**src/rtl/approx_err_accum_if.sv**
```systemverilog
// Sample stream, control and result bundle for the approximate-multiplier error accumulator.
// The producer/readout side uses master; the accumulator uses slave.
interface approx_err_accum_if #(
  parameter int WIDTH = 4
);
  logic                   start;
  logic                   in_valid;
  logic                   in_ready;
  logic [WIDTH-1:0]       in_a;
  logic [WIDTH-1:0]       in_b;
  logic [2*WIDTH-1:0]     approx_prod;
  logic                   busy;
  logic                   done;
  logic [15:0]            sample_cnt;
  logic [15:0]            err_count;
  logic [2*WIDTH+15:0]    ed_sum;
  logic [2*WIDTH-1:0]     ed_max;

  modport master (
    output start, in_valid, in_a, in_b, approx_prod,
    input  in_ready, busy, done, sample_cnt, err_count, ed_sum, ed_max
  );

  modport slave (
    input  start, in_valid, in_a, in_b, approx_prod,
    output in_ready, busy, done, sample_cnt, err_count, ed_sum, ed_max
  );
endinterface

```
**src/rtl/approx_err_accum.sv**
```systemverilog
// Error statistics over a window of N_SAMPLES approximate products: mismatch count,
// error-distance sum and maximum error distance against the exact unsigned product.
module approx_err_accum #(
  parameter int WIDTH     = 4,
  parameter int N_SAMPLES = 256
) (
  input logic               clk,
  input logic               rst,
  approx_err_accum_if.slave bus
);

  localparam int PW = 2 * WIDTH;
  localparam int SW = 2 * WIDTH + 16;
  localparam logic [15:0] N_LAST = 16'(N_SAMPLES);

  typedef enum logic [1:0] {IDLE, RUN, DONE} state_t;

  state_t state_q, state_d;

  logic [15:0]            accepted_q;
  logic                   xfer_p0;
  logic                   clear_p0;

  logic                   vld_p1;
  logic [WIDTH-1:0]       a_p1;
  logic [WIDTH-1:0]       b_p1;
  logic [PW-1:0]          approx_p1;

  logic [PW-1:0]          exact_p2;
  logic [PW-1:0]          ed_p2;

  logic [15:0]            sample_cnt_q;
  logic [15:0]            err_count_q;
  logic [SW-1:0]          ed_sum_q;
  logic [PW-1:0]          ed_max_q;

  // Magnitude of the difference, taken in one extra signed bit so approx > exact never wraps.
  function automatic logic [PW-1:0] abs_diff(input logic [PW-1:0] x, input logic [PW-1:0] y);
    logic signed [PW:0] d;
    d = $signed({1'b0, x}) - $signed({1'b0, y});
    return (d < 0) ? PW'(-d) : PW'(d);
  endfunction

  function automatic logic [PW-1:0] max_sel(input logic [PW-1:0] cur, input logic [PW-1:0] cand);
    return (cand > cur) ? cand : cur;
  endfunction

  // ---- p0: handshake / window start
  assign bus.in_ready = (state_q == RUN) && (accepted_q < N_LAST);
  assign xfer_p0      = bus.in_valid && bus.in_ready;
  assign clear_p0     = bus.start && (state_q != RUN);

  // ---- p2: exact product and error distance from the registered sample
  assign exact_p2 = PW'(a_p1) * PW'(b_p1);
  assign ed_p2    = abs_diff(exact_p2, approx_p1);

  always_ff @(posedge clk) begin
    if (rst) begin
      accepted_q   <= '0;
      vld_p1       <= 1'b0;
      a_p1         <= '0;
      b_p1         <= '0;
      approx_p1    <= '0;
      sample_cnt_q <= '0;
      err_count_q  <= '0;
      ed_sum_q     <= '0;
      ed_max_q     <= '0;
    end else if (clear_p0) begin
      accepted_q   <= '0;
      vld_p1       <= 1'b0;
      sample_cnt_q <= '0;
      err_count_q  <= '0;
      ed_sum_q     <= '0;
      ed_max_q     <= '0;
    end else begin
      // ---- p1: capture accepted sample
      vld_p1 <= xfer_p0;
      if (xfer_p0) begin
        accepted_q <= accepted_q + 16'd1;
        a_p1       <= bus.in_a;
        b_p1       <= bus.in_b;
        approx_p1  <= bus.approx_prod;
      end
      // ---- p2: accumulate
      if (vld_p1) begin
        sample_cnt_q <= sample_cnt_q + 16'd1;
        err_count_q  <= err_count_q + {15'd0, (ed_p2 != '0)};
        ed_sum_q     <= ed_sum_q + SW'(ed_p2);
        ed_max_q     <= max_sel(ed_max_q, ed_p2);
      end
    end
  end

  always_ff @(posedge clk) begin
    if (rst) state_q <= IDLE;
    else     state_q <= state_d;
  end

  always_comb begin
    state_d = state_q;
    case (state_q)
      IDLE:    if (bus.start) state_d = RUN;
      RUN:     if (sample_cnt_q == N_LAST) state_d = DONE;
      DONE:    if (bus.start) state_d = RUN;
      default: state_d = IDLE;
    endcase
  end

  assign bus.busy       = (state_q == RUN);
  assign bus.done       = (state_q == DONE);
  assign bus.sample_cnt = sample_cnt_q;
  assign bus.err_count  = err_count_q;
  assign bus.ed_sum     = ed_sum_q;
  assign bus.ed_max     = ed_max_q;

endmodule

```
**src/flat_wrapper.sv**
```systemverilog
// flat-port wrapper written by rule: the top's interface ports become plain ports
module approx_err_accum_flat 
#(
  parameter int WIDTH     = 4,
  parameter int N_SAMPLES = 256
)
  (clk, rst, bus_start, bus_in_valid, bus_in_a, bus_in_b, bus_approx_prod, bus_in_ready, bus_busy, bus_done, bus_sample_cnt, bus_err_count, bus_ed_sum, bus_ed_max);
  approx_err_accum_if #(.WIDTH(WIDTH)) bus_i ();
  input logic clk;
  input logic rst;
  input wire logic [$bits(bus_i.start)-1:0] bus_start;
  input wire logic [$bits(bus_i.in_valid)-1:0] bus_in_valid;
  input wire logic [$bits(bus_i.in_a)-1:0] bus_in_a;
  input wire logic [$bits(bus_i.in_b)-1:0] bus_in_b;
  input wire logic [$bits(bus_i.approx_prod)-1:0] bus_approx_prod;
  output wire logic [$bits(bus_i.in_ready)-1:0] bus_in_ready;
  output wire logic [$bits(bus_i.busy)-1:0] bus_busy;
  output wire logic [$bits(bus_i.done)-1:0] bus_done;
  output wire logic [$bits(bus_i.sample_cnt)-1:0] bus_sample_cnt;
  output wire logic [$bits(bus_i.err_count)-1:0] bus_err_count;
  output wire logic [$bits(bus_i.ed_sum)-1:0] bus_ed_sum;
  output wire logic [$bits(bus_i.ed_max)-1:0] bus_ed_max;
  assign bus_i.start = bus_start;
  assign bus_i.in_valid = bus_in_valid;
  assign bus_i.in_a = bus_in_a;
  assign bus_i.in_b = bus_in_b;
  assign bus_i.approx_prod = bus_approx_prod;
  assign bus_in_ready = bus_i.in_ready;
  assign bus_busy = bus_i.busy;
  assign bus_done = bus_i.done;
  assign bus_sample_cnt = bus_i.sample_cnt;
  assign bus_err_count = bus_i.err_count;
  assign bus_ed_sum = bus_i.ed_sum;
  assign bus_ed_max = bus_i.ed_max;
  approx_err_accum #(.WIDTH(WIDTH), .N_SAMPLES(N_SAMPLES)) u_core (.clk(clk), .rst(rst), .bus(bus_i));
endmodule
```
**config.mk**
```make
export PLATFORM = sky130hd
export DESIGN_NAME = approx_err_accum_flat
export DESIGN_NICKNAME = d
export VERILOG_FILES = /design/src/rtl/approx_err_accum_if.sv /design/src/rtl/approx_err_accum.sv /design/src/flat_wrapper.sv
export SDC_FILE = /design/constraint.sdc
export NUM_CORES = 1
export LEC_CHECK = 0
export CORE_MARGIN = 4
export CORE_UTILIZATION = 54
export CTS_CLUSTER_DIAMETER = 50
export DETAILED_ROUTE_END_ITERATION = 7
export GPL_TIMING_DRIVEN = 0
export PLACE_DENSITY = 0.81
export SYNTH_ARGS = -nofsm -noshare
export SYNTH_HDL_FRONTEND = slang
export SYNTH_SLANG_ARGS = --single-unit
```
**constraint.sdc**
```tcl
create_clock -name clk -period 6.2 [get_ports clk]
set_clock_uncertainty 0.05 [all_clocks]
set_input_delay 1.24 -clock clk [delete_from_list [all_inputs] [get_ports clk]]
set_output_delay 1.24 -clock clk [all_outputs]
set_load 0.05 [all_outputs]
```
==> impl_metrics.toml <==
[floorplanning]
initial_core_util_pct = 55.13
num_rows = 36
die_h_microns = 107.4
ioPinCount = 87
core_area_sq_um = 9684
dieArea_sq_um = 11540
die_w_microns = 107.4

[cells_and_area]
seqCellArea_sq_um = 1982
nNetsFinal = 801
antennaDiodeCount = 0
fillers = 801
utilization_pct = 67.60
area_growth_pct = 22.62
multi_input_area_sq_um = 3148
drive_above_1_share_pct = 3.542

[worst_setup_path]
r2r_end = "u_core.bus.ed_sum[18]"
r2r_slack_ns = 0.28
worstRegToRegCells = 21
arrival_ns = 6.14
cp-endpoint = "u_core.bus.ed_sum[18]"
critPathLaunchType = "flip-flop"
cp.required_ns = 6.42
end_kind = "flip-flop"
path_class = "reg -> reg"
startpoint = "u_core.b_p1[3]"
reg2reg_from = "u_core.b_p1[3]"
path_max_fanout = 10

[timing]
layout_setup_ws_ns = 0.2842
slew_viol_final = 0
fmax_mhz = 169.0
setup_viol = 0
finalCritPeriodShare_pct = 95.42
hold_viol = 0
final.min_clock_period_ns = 5.916
timing.slew.headroom_pct = 51.89
worstMarginPinSlew_ns = 0.7216
whs_ns = 0.4153

[synthesis]
synth_top_family_by_area = "simple AND/OR/NAND/NOR gates"
ys_async_sr_fraction_pct = 0
syn_nets = 704
synth-edff-count = 0
ys_seq_elements = 99
synth_xor_area_share_pct = 7.382
synth.top_cell.area_share_pct = 37.12
synth_flop_cell = "dfxtp_1"
synth_common_cells = "dfxtp_1 (99), nand2_1 (93), a21oi_1 (61)"
yosysWarnings = 0
netlist_instances = 634
synth_compound_area_share_pct = 12.66
synth_simple_gate_area_share_pct = 22.26
yosysSeqAreaShare_pct = 37.12
synth_area_leader_cell = "dfxtp_1"
ys_top_cells_by_area = "dfxtp_1 (37%), ha_1 (9.1%), nand2_1 (6.5%)"
syn_area_per_cell_sq_um = 8.421
synth_cell_types = 42
synth-adder-area-share_pct = 13.26
syn_area_sq_um = 5339
synthMostInstantiatedCell = "dfxtp_1"
muxShareOfSynthArea_pct = 3.023

[global_route]
grtUsageMet3_pct = 2.579
met2_usage_pct = 38.47
grt_start_max_net_pins = 16
first_global_vias = 4674
antenna_found_initial = 0
grt_first_pass_wirelength_microns = 21080
globalRoute.busiestLayer = "met2"
gr-usage-all-layers_pct = 22.22
grtUsageMet1_pct = 28.60
grt_remaining_overflow = 0

[power_and_ir_drop]
p_int_uw = 940.4
leakagePower_uw = 0.002364
clockPowerShare_pct = 25.5
peakVddDrop_mv = 0.1311
p_seq_share_pct = 46.1
switching_share_pct = 33.35
p_comb_share_pct = 28.4
p_switching_uw = 470.5
p_per_area_nw_per_um2 = 215.5

[min_path]
hp-class = "reg -> reg"

[routing]
vias = 4732
drt_iter0_markers = 212
avgViaCountPerCell = 5.458
drc = 0
antenna_left = 0
firstDrtPassIters = 5
drt_wl_total_microns = 12470
avgRoutedWirePerCell_microns = 14.39

[cts]
postCtsSetupBuffers = 0
clock_sinks = 99
cts_buffers = 9
clk_pin_slew_worst_paths_ns = 0.09
clock_latency_ns = 0.35
cts_tree = "done"
ctsHoldBuffers = 0
cts.path.max_buffers = 2
root_buffer = "clkbuf_8"
cts_max_level = 3

[placement]
place_congestion = 0.8675
place.port_buffers = 86
post-dp-hpwl_microns = 9551
dp_slack_ns = -0.2079

[status]
status = "complete, no violations"

[job]
drv_cap = 0
layout by cell type, fill, tap and decap left out, drive strengths merged, types with 3 or more instances in the layout:
master,count
clkdlybuf4s50,86
nor2b,3
mux2i,15
dfxtp,99
o21bai,3
o21ai,31
a21oi,61
or3,28
nand2b,4
clkinv,4
inv,41
a211oi,3
ha,39
and2,17
xor2,25
nor3,4
and4,3
o211ai,3
and3,9
fa,11
nand3,13
xnor2,20
clkbuf,27
nand4,15
nand2,93
nor2,53
a21o,4
nor4,4
worst min path at each step:
| stage | startpoint | end | slack [ns] | depth (start not counted) |
|---|---|---|---|---|
| 5_1_grt | u_core.accepted_q[14] | u_core.accepted_q[14] | 0.44 | 1 |
| 3_3_place_gp | u_core.accepted_q[15] | u_core.accepted_q[15] | 0.39 | 1 |
| 3_5_place_dp | u_core.accepted_q[9] | u_core.accepted_q[9] | 0.39 | 1 |
| 6_report | u_core.accepted_q[13] | u_core.accepted_q[13] | 0.42 | 1 |
| 2_1_floorplan | u_core.accepted_q[9] | u_core.accepted_q[9] | 0.38 | 1 |
| 4_1_cts | u_core.approx_p1[7] | u_core.approx_p1[7] | 0.42 | 2 |
critical path: stages (launching register included):
cell	delay, ns
dfxtp_1	0.41
nand2_1	0.10
fa_1	0.49
fa_1	0.53
fa_1	0.55
inv_1	0.04
ha_1	0.34
o211ai_1	0.27
o211ai_1	0.12
a221o_2	0.46
nor2b_1	0.20
xnor2_2	0.25
ha_1	0.33
a21o_1	0.17
a21oi_1	0.25
o21bai_1	0.12
a21oi_1	0.24
o21bai_1	0.12
a21oi_2	0.28
clkbuf_2	0.25
o21ai_0	0.11
a21oi_1	0.15
power by group through the flow:
| stage | clock, uW | sequential, uW | combinational, uW |
|---|---|---|---|
| global placement | 0 | 665 | 364 |
| global route | 389 | 652 | 445 |
| floorplan | 0 | 671 | 286 |
| detailed placement | 0 | 665 | 385 |
| finish | 360 | 650 | 400 |
| CTS | 365 | 650 | 389 |
metal layers:
layer,wire length [microns],share of wire [%]
met4,295,2.4
met1,5569,45
met5,0,0
met2,6093,49
met3,515,4.1
cells by family (layout without fill, tap and decap cells):
logic type | count (synthesis) | after routing
flip-flops | 99 | 99
AO/OA/AOI/OAI | 114 | 114
XOR/XNOR | 45 | 45
AND/OR/NAND/NOR | 249 | 249
multiplexers | 16 | 16
buffers and inverters | 61 | 161
adder cells (fa/ha/maj) | 50 | 50
area by class of cell:
type	count	area share, %
multi-input cells	474	48.09
clock buffers	10	1.950
inverters	42	2.408
repair buffers	86	13.15
flip-flops and latches	99	30.28
well taps	133	2.542
plain buffers	19	1.128
clock inverters	4	0.4587
through the flow:
| stage | instances | setup TNS (ns) | total power [uW] | cell area, sq um |
|---|---|---|---|---|
| final | 867 | 0 | 1411 | 6546 |
| after global routing | 867 | -0.03829 | 1487 | 6546 |
| after CTS | 867 | 0 | 1404 | 6528 |
| after detailed placement | 853 | -1.558 | 1050 | 6366 |
| after global placement | 853 | -0.2828 | 1028 | 6366 |
| after floorplan | 634 | 0 | 956.5 | 5339 |
what timing repair did:
item | CTS | global route
gates resized for setup | 2 | 8
pin swaps | 0 | 1
setup endpoints to repair | 12 | 16
sequential cells by signal, summed over array words and instances (netlist names):
| signal | count |
|---|---|
| u_core.accepted_q | 16 |
| u_core.a_p1 | 4 |
| u_core.bus.ed_max | 8 |
| u_core.state_q | 2 |
| u_core.bus.ed_sum | 24 |
| u_core.vld_p1 | 1 |
| u_core.bus.err_count | 16 |
| u_core.bus.sample_cnt | 16 |
| u_core.approx_p1 | 8 |
| u_core.b_p1 | 4 |
Note: power is estimated with default switching activity, not from simulation.
